File: src/rtl/branch_pc_sequencer.sv
// branch_pc_sequencer: owns the KGP-RISC program counter, fetches each
// instruction over a req/ack handshake, holds it for the datapath, then
// resolves the branch and loads the next PC. Also drives the bl link write,
// counts taken branches and parks the core on halt.
module branch_pc_sequencer #(
    parameter int unsigned            ADDR_W   = 32,
    parameter logic [ADDR_W-1:0]      RESET_PC = '0
) (
    input  logic              clk,
    input  logic              rst,

    output logic              imem_req,
    output logic [ADDR_W-1:0] imem_addr,
    input  logic              imem_ack,
    input  logic [31:0]       imem_data,

    output logic [31:0]       instr,
    output logic              instr_valid,

    input  logic              ex_done,
    input  logic [5:0]        branchop,
    input  logic              carry,
    input  logic              zero,
    input  logic              lessthanzero,
    input  logic              target_sel,
    input  logic [ADDR_W-1:0] offset,
    input  logic [ADDR_W-1:0] rs_val,
    input  logic              link_en,
    input  logic              halt,

    output logic              link_we,
    output logic [ADDR_W-1:0] link_data,
    output logic [ADDR_W-1:0] pc,
    output logic              halted,
    output logic [15:0]       taken_cnt
);

    localparam int unsigned CNT_W = 16;
    localparam logic [CNT_W-1:0] CNT_MAX = '1;

    // Branch opcodes understood by the condition test
    localparam logic [5:0] OP_BCY  = 6'd1;
    localparam logic [5:0] OP_BNCY = 6'd2;
    localparam logic [5:0] OP_BZ   = 6'd3;
    localparam logic [5:0] OP_BNZ  = 6'd4;
    localparam logic [5:0] OP_BLTZ = 6'd5;
    localparam logic [5:0] OP_B    = 6'd6;

    typedef enum logic [1:0] {
        FETCH = 2'd0,
        EXEC  = 2'd1,
        HALT  = 2'd2
    } state_t;

    state_t            state;

    logic              take_c;
    logic [ADDR_W-1:0] pc_inc_c;
    logic [ADDR_W-1:0] rel_target_c;
    logic [ADDR_W-1:0] reg_target_c;
    logic [ADDR_W-1:0] next_pc_c;
    logic              unused_rs_low_c;

    // Fetch address is the PC register itself, so it is stable for all of FETCH
    assign imem_addr = pc;

    // Register targets are word-aligned; the two low bits are discarded
    assign unused_rs_low_c = ^rs_val[1:0];

    // Branch condition test from the ALU flags
    always_comb begin
        take_c = 1'b0;
        case (branchop)
            OP_BCY:  take_c = carry;
            OP_BNCY: take_c = ~carry;
            OP_BZ:   take_c = zero;
            OP_BNZ:  take_c = ~zero;
            OP_BLTZ: take_c = lessthanzero;
            OP_B:    take_c = 1'b1;
            default: take_c = 1'b0;
        endcase
    end

    // Next-PC selection; all arithmetic wraps modulo 2^ADDR_W
    always_comb begin
        pc_inc_c     = pc + ADDR_W'(4);
        rel_target_c = pc + offset;
        reg_target_c = {rs_val[ADDR_W-1:2], 2'b00};
        next_pc_c    = pc_inc_c;
        if (take_c) begin
            next_pc_c = target_sel ? reg_target_c : rel_target_c;
        end
    end

    // Sequencer FSM with all outputs registered
    always_ff @(posedge clk or posedge rst) begin
        if (rst) begin
            state       <= FETCH;
            pc          <= RESET_PC;
            instr       <= '0;
            imem_req    <= 1'b0;
            instr_valid <= 1'b0;
            link_we     <= 1'b0;
            link_data   <= '0;
            halted      <= 1'b0;
            taken_cnt   <= '0;
        end else begin
            link_we <= 1'b0;
            case (state)
                FETCH: begin
                    // An ack only counts against a request that is actually up
                    if (imem_req && imem_ack) begin
                        instr       <= imem_data;
                        imem_req    <= 1'b0;
                        instr_valid <= 1'b1;
                        state       <= EXEC;
                    end else begin
                        imem_req <= 1'b1;
                    end
                end

                EXEC: begin
                    if (ex_done) begin
                        instr_valid <= 1'b0;
                        if (halt) begin
                            imem_req <= 1'b0;
                            halted   <= 1'b1;
                            state    <= HALT;
                        end else begin
                            pc       <= next_pc_c;
                            imem_req <= 1'b1;
                            state    <= FETCH;
                            if (take_c && link_en) begin
                                link_we   <= 1'b1;
                                link_data <= pc_inc_c;
                            end
                            if (take_c && (taken_cnt != CNT_MAX)) begin
                                taken_cnt <= taken_cnt + CNT_W'(1);
                            end
                        end
                    end
                end

                HALT: begin
                    // Parked until reset
                    imem_req    <= 1'b0;
                    instr_valid <= 1'b0;
                    halted      <= 1'b1;
                end

                default: begin
                    imem_req    <= 1'b0;
                    instr_valid <= 1'b0;
                    state       <= FETCH;
                end
            endcase
        end
    end

endmodule

File: config.mk
export PLATFORM = sky130hd
export DESIGN_NAME = branch_pc_sequencer
export DESIGN_NICKNAME = d
export VERILOG_FILES = /design/src/rtl/branch_pc_sequencer.sv
export SDC_FILE = /design/constraint.sdc
export NUM_CORES = 1
export LEC_CHECK = 0
export BUFFER_PORTS_ARGS = -buffer_cell sky130_fd_sc_hd__buf_2
export CAP_MARGIN = 20
export CORE_MARGIN = 2
export CORE_UTILIZATION = 45
export CTS_BUF_LIST = sky130_fd_sc_hd__clkbuf_4 sky130_fd_sc_hd__clkbuf_8
export DETAILED_ROUTE_END_ITERATION = 16
export PLACE_DENSITY = 0.71
export SKIP_LAST_GASP = 1
export SLEW_MARGIN = 30
export SYNTH_ARGS = -nofsm -noshare
export SYNTH_HDL_FRONTEND = slang
export SYNTH_SLANG_ARGS = --single-unit
File: constraint.sdc
create_clock -name clk -period 8.6 [get_ports clk]
set_input_delay 0.43 -clock clk [delete_from_list [all_inputs] [get_ports clk]]
set_output_delay 0.43 -clock clk [all_outputs]
set_load 0.01 [all_outputs]
==> results of run 1 <==
[placed cells by master (no fill, tap or decap), types with 5 or more instances in the layout]
cell | synthesis | final
a211oi_1 | 7 | 7
a21o_1 | 10 | 10
a21oi_1 | 75 | 75
a31oi_1 | 10 | 10
and4_1 | 5 | 5
buf_2 | 1 | 256
buf_4 | 36 | 5
clkbuf_8 | 0 | 17
dfrtp_1 | 118 | 118
ha_1 | 33 | 33
inv_1 | 23 | 22
inv_6 | 0 | 5
mux2_2 | 38 | 38
nand2_1 | 103 | 102
nand2b_1 | 7 | 7
nand3_1 | 21 | 21
nand4_1 | 24 | 24
nor2_1 | 53 | 52
nor3_1 | 19 | 18
o211ai_1 | 10 | 10
o21ai_0 | 80 | 80
o22ai_1 | 5 | 5
or3_1 | 9 | 9
xnor2_1 | 39 | 39
xor2_1 | 25 | 25
[metal layers]
metal  up-vias  wire length (µm)  track usage
met5         -                 0            0
met4         0               283       0.0752
met3        21              1520       0.0397
met2       264              9910        0.341
met1      3409             10700        0.362
li1       3555                 -            -
[worst max-delay path: cells and delay by family, from the launching register on]
kind	cells	cell delay (ps)
fa+ha+maj	2	640
mux	1	120
simple gates	1	220
compound gates	6	2000
flops	1	420
buf+inv	1	70
[cell type report]
cell class              count  share of cell area
multi-input cells         658               0.459
diodes                      1            0.000266
flip-flops and latches    118               0.314
well taps                 225              0.0299
clock inverters            15              0.0205
repair buffers            262               0.141
inverters                  23             0.00945
clock buffers              17              0.0249
[kinds of logic after synthesis]
logic type	count (synthesis)	share of synthesized area
AO/OA/AOI/OAI	248	0.196
XOR/XNOR	64	0.0719
adder cells (fa/ha/maj)	34	0.0555
buffers and inverters	106	0.0697
flip-flops	118	0.379
multiplexers	42	0.0600
AND/OR/NAND/NOR	270	0.168
[where the power goes]
group / internal (mW) / leakage, nW / switching (mW)
combinational: 0.472 / 2.77 / 0.599
sequential: 0.695 / 1.52 / 0.178
clock: 0.294 / 0.214 / 0.253
total: 1.46 / 4.51 / 1.03
[path summary, 6_finish.rpt]
| check | from | end | slack [ps] | depth (start not counted) |
|---|---|---|---|---|
| worst max-delay path | imem_addr[0] | imem_addr[28] | 5010 | 11 |
| worst min-delay path | rst | instr[12] | 60 | 2 |
| worst max register to register | imem_addr[0] | imem_addr[28] | 5010 | 11 |
| worst min register to register | halted | halted | 470 | 1 |
| max in group asynchronous | rst | instr[14] | 7470 | 3 |
| min in group clk | ex_done | state[0] | 200 | 2 |
[state kept, by name (all words and copies together) (netlist names)]
name         cells
halted           1
imem_addr       32
imem_req         1
instr           32
instr_valid      1
link_data       32
link_we          1
state            2
taken_cnt       16
==> results by group, run 1 <==
Run status
  • Status: finished clean

Cells and area
  • Area added between synthesis and finish: 20.6%
  • Post-layout util: 0.549
  • Multi-input logic area: 0.00432 mm²
  • Fin cells: 1319
  • Post-Layout Inst Area: ~0.0094 mm²
  • Fill cell count: between 1500 and 2000
  • Nets: 1226
  • Share of post-route cells with drive strength above 1: 0.320
  • Register area: slightly below 0.003 mm²

Timing
  • Minimum clock period: around 3600 ps
  • Fin crit share: 0.417
  • Fmax: 0.279 GHz
  • Unrepaired setup endpoints after global routing: no
  • Fin Hold WS: between 50 and 60 ps
  • Setup TNS: 0 ps
  • Tightest Pin Transition: between 700 and 800 ps
  • Clock skew: between 10 and 15 ps
  • Hold Vio Cnt, Final: 0
  • Max transition margin: 0.480
  • Final number of setup-violating endpoints: 0
  • Slew Viols, Final: 0
  • Final worst slack: 5010 ps

Min path
  • HP Class: in -> async

Worst setup path
  • Startpoint types: flop
  • Critical Path Slowest Stage Cell: a2111oi_2
  • Required time of the critical path: 8930 ps
  • CP cell instances: ha_1 > inv_1 > fa_1 > nand2b_1 > a2111oi_2 > o31ai_1 > o41ai_1 > a21oi_1 > o21ai_0 > mux2i_1 > a32o_1
  • CP Class: reg -> reg
  • CP endpoint kind: flop
  • CP Data Arrival Time: 3920 ps
  • Slowest cell delay on critical path: 520 ps
  • CP Max Fanout: 5

Placement
  • Setup WS pre-CTS: between 4000 and 5000 ps
  • Post-DP Area: about 0.009 mm²
  • Final GP Congestion: a little over 0.9
  • Port bufs: between 200 and 300
  • Dpl cells: about 1300
  • DP Wirelength: roughly 17000 µm

Power and ir drop
  • Static Leak: between 4 and 5 nW
  • Total Power: between 2 and 2.5 mW
  • VDD IR max: approximately 0.00014 V
  • Power per cell area: around 270 mW/mm²

Detailed routing
  • Drt wl/cell: 17.0 µm
  • DRT Pass-1 Iters: 5
  • Initial DRC Count: 459
  • Detailed Route WL: around 22000 µm
  • Vias per cell: between 5 and 6
  • ANT nets after route: 0
  • Residual DRC count: 0
  • Vias: slightly above 7000

Yosys
  • Post-synth top area share: 0.379
  • Number of synthesized flops with an enable pin: 0
  • Commonest register cell after synthesis: dfrtp_1
  • Largest area contributor in the netlist: dfrtp_1
  • Largest cells by area after synthesis: dfrtp_1, mux2_2, ha_1
  • Ys async rst share: 1.00
  • FF+latch count, synth: ~120
  • Mapped Nets: a little over 1000
  • Sequential-to-total area share from yosys stat: 0.379
  • Synth Warn #: 0
  • Distinct cells, synth: between 60 and 70
  • Post-synth top cells: dfrtp_1, nand2_1, o21ai_0, a21oi_1, nor2_1
  • Post-Syn Instances: 882
  • Top-count cell post-synth: dfrtp_1
  • Cell area after synthesis: ~0.0078 mm²
  • Post-Syn Area per Cell: approximately 9 µm²

Clock network
  • CTS Buffer Depth: 2
  • Clk sinks: around 120
  • Worst skew pair latency: between 400 and 500 ps
  • H-tree levels: 4
  • Post-CTS setup repair buffer count: 0
  • Root Buffer: clkbuf_8
  • Worst-path clk slew: 70 ps
  • Post-CTS sizing: 0
  • Total CTS buffers: 17
  • CTS tree: built
  • Cts hold-fix bufs: 0

Global routing
  • Number of global-route vias before repair: between 6000 and 7000
  • Largest net degree at the start of global routing: 71
  • Initial antenna violation count: 1
  • Grt ovf: 0
  • GRT Resource Usage Total: 0.237
  • First-pass GRT wire length: between 30000 and 40000 µm

Floorplanning
  • Placement Rows: 48
  • Die Ht: between 100 and 150 µm
  • Core region area: about 0.017 mm²
  • Die area: approximately 0.018 mm²
  • Starting density of the core: 0.455
  • Die W: about 140 µm
  • Ports: 260

Job
  • Max_cap viols: 0
Power figures use the tool's default switching activity.
==> run 2: changes to the inputs <==
--- a/config.mk
+++ b/config.mk
@@ -11,7 +11,7 @@
 export CORE_UTILIZATION = 45
 export CTS_BUF_LIST = sky130_fd_sc_hd__clkbuf_4 sky130_fd_sc_hd__clkbuf_8
 export DETAILED_ROUTE_END_ITERATION = 16
-export PLACE_DENSITY = 0.71
+export PLACE_DENSITY = 0.74
 export SKIP_LAST_GASP = 1
 export SLEW_MARGIN = 30
 export SYNTH_ARGS = -nofsm -noshare
==> constraint.sdc (replaced) <==
create_clock -name clk -period 3.15 [get_ports clk]
set_input_delay 0.1575 -clock clk [delete_from_list [all_inputs] [get_ports clk]]
set_output_delay 0.1575 -clock clk [all_outputs]
set_load 0.01 [all_outputs]
==> run 2 against run 1 <==
Net effect: sequential share of layout area shrank 2.2 points; largest power group unchanged; highest routed layer unchanged; utilization grew 4.1 points; wire length grew 12%; cell count grew 6.1%; cell area grew 7.4%; fmax grew 21%; first-iteration DRC count grew 78%; critical path type unchanged; combinational power grew to 3.3 times the previous value; clock skew is essentially flat; non-clock buffer count grew 81.
==> results by group, run 2 (synthesis results as in run 1) <==
Worst setup path
  • Crit path from: imem_addr[0]
  • CP Max Fanout: 3
  • CP endpoint kind: flop
  • CP Data Arrival Time: approximately 3300 ps
  • Cell family with most CP delay: compound AO/OA/AOI/OAI gates
  • CP Class: reg -> reg
  • CP cell instances: ha_1 > inv_1 > fa_1 > nand2b_1 > a2111oi_2 > buf_4 > o31ai_1 > o41ai_2 > a21oi_1 > o21ai_1 > mux2i_1 > a32o_1
  • Critical path buffers and inverters: 2
  • Startpoint types: flop
  • Required time of the critical path: 3510 ps
  • Critical Path Slowest Stage Cell: o41ai_2
  • Slowest cell delay on critical path: approximately 400 ps
  • Reg-to-reg startpoint: imem_addr[0]

Run status
  • Status: finished clean

Detailed routing
  • Detailed Route WL: 25200 µm
  • Residual DRC count: 0
  • Initial DRC Count: just over 800
  • Vias: between 7000 and 8000
  • DRT Pass-1 Iters: 5
  • Vias per cell: 5.54
  • ANT nets after route: 0
  • Drt wl/cell: 18.0 µm

Timing
  • Hold Vio Cnt, Final: 0
  • Final number of setup-violating endpoints: 0
  • Slew Viols, Final: 0
  • Minimum clock period: about 3000 ps
  • Fmax: around 0.34 GHz
  • Fin crit share: 0.946
  • Unrepaired setup endpoints after global routing: yes
  • Final worst slack: roughly 170 ps
  • Tightest Pin Transition: between 800 and 900 ps
  • Clock skew: between 10 and 15 ps
  • Fin Hold WS: about 34 ps
  • Max transition margin: 0.457

Clock network
  • Worst-path clk slew: about 90 ps
  • Post-CTS setup repair buffer count: 0
  • Worst skew pair latency: 470 ps
  • Clk sinks: about 120
  • CTS Buffer Depth: 2
  • Total CTS buffers: 17
  • CTS tree: built
  • Root Buffer: clkbuf_8
  • H-tree levels: 4

Floorplanning
  • Die area: 0.0184 mm²
  • Starting density of the core: 0.455
  • Ports: 260
  • Die W: ~140 µm
  • Placement Rows: 48
  • Core region area: ~0.017 mm²
  • Die Ht: roughly 140 µm

Placement
  • Port bufs: around 260
  • Final GP Congestion: 0.967
  • DP Wirelength: roughly 18000 µm
  • Setup WS pre-CTS: about 30 ps
  • Dpl cells: between 1000 and 1500

Cells and area
  • Most common cell after layout, fill and taps aside: buf_2
  • Most frequent cells in the layout: buf_2, dfrtp_1, nand2_1
  • Fin cells: between 1000 and 1500
  • Area added between synthesis and finish: 29.6%
  • Share of post-route cells with drive strength above 1: 0.339
  • Nets: between 1000 and 1500

Min path
  • Hold path start: rs_val[10]
  • HP Class: in -> reg

Power and ir drop
  • VDD IR max: just under 0.0004 V
  • Power per cell area: just over 700 mW/mm²
  • Static Leak: 4.87 nW
  • Total Power: 7.15 mW

Job
  • Max_cap viols: 0

Global routing
  • Largest net degree at the start of global routing: 97
  • GRT Resource Usage Total: 0.271
  • Grt ovf: 0
  • Number of global-route vias before repair: 7062
  • First-pass GRT wire length: 38500 µm
  • Initial antenna violation count: 1
## run 2: cell count changes in the layout (fill, tap and decap cells not counted), moves of 2 or more
cell	previous run	this run
dlygate4sd3_1	0	35
o21ai_1	0	2
o21ai_0	80	78
clkinv_4	4	2
inv_6	5	8
buf_4	5	51
## run 2: layout make-up
type | count | area, µm²
antenna | 1 | 2.50
clock buffer | 17 | 234
clock inverter | 15 | 178
fill | 1511 | 7020
inverter | 23 | 90.1
multi-input combinational | 658 | 4330
sequential | 118 | 2950
tap | 225 | 282
timing repair buffer | 343 | 2030
## run 2: tightest hold or removal path: stages
cell	delay (ps)
buf_2	80
nand2_1	40
o211ai_1	70
a22o_1	120
## run 2: worst paths after layout
check	slack [ps]	depth (start not counted)	to
worst max register to register	170	12	imem_addr[28]
worst max-delay path	170	12	imem_addr[28]
worst min register to register	480	2	link_data[5]
max in group asynchronous	1960	4	imem_addr[14]
worst min-delay path	30	4	imem_addr[10]
min in group asynchronous	290	3	instr[20]
## run 2: power breakdown
part	total, mW	internal [mW]	switching (mW)	leakage (nW)
registers	2.19	1.90	0.287	1.52
logic	3.48	1.50	1.98	3.14
clock network	1.48	0.734	0.750	0.207
## run 2: what timing repair did
action / 4_1_cts / 5_1_grt
setup endpoints to repair: 0 / 6
gates resized for setup: 0 / 5
hold buffers: 35 / 0
endpoints found under the hold margin: 56 / 0
## run 2: through the flow
stage	cell area [µm²]	utilization	TNS [ps]
2_1_floorplan	7800	-	0
3_3_place_gp	9320	0.545	0
3_5_place_dp	9320	0.545	0
4_1_cts	10100	0.589	0
5_1_grt	10100	0.590	-61.5
6_report	10100	0.590	0
## run 2: per-layer routing
| metal | global-route usage | vias to the layer above | share of wire |
|---|---|---|---|
| li1 | - | 3716 | - |
| met1 | 0.402 | 3616 | 0.45 |
| met2 | 0.396 | 380 | 0.44 |
| met3 | 0.0479 | 42 | 0.091 |
| met4 | 0.0914 | 0 | 0.021 |
| met5 | 0 | - | 0 |
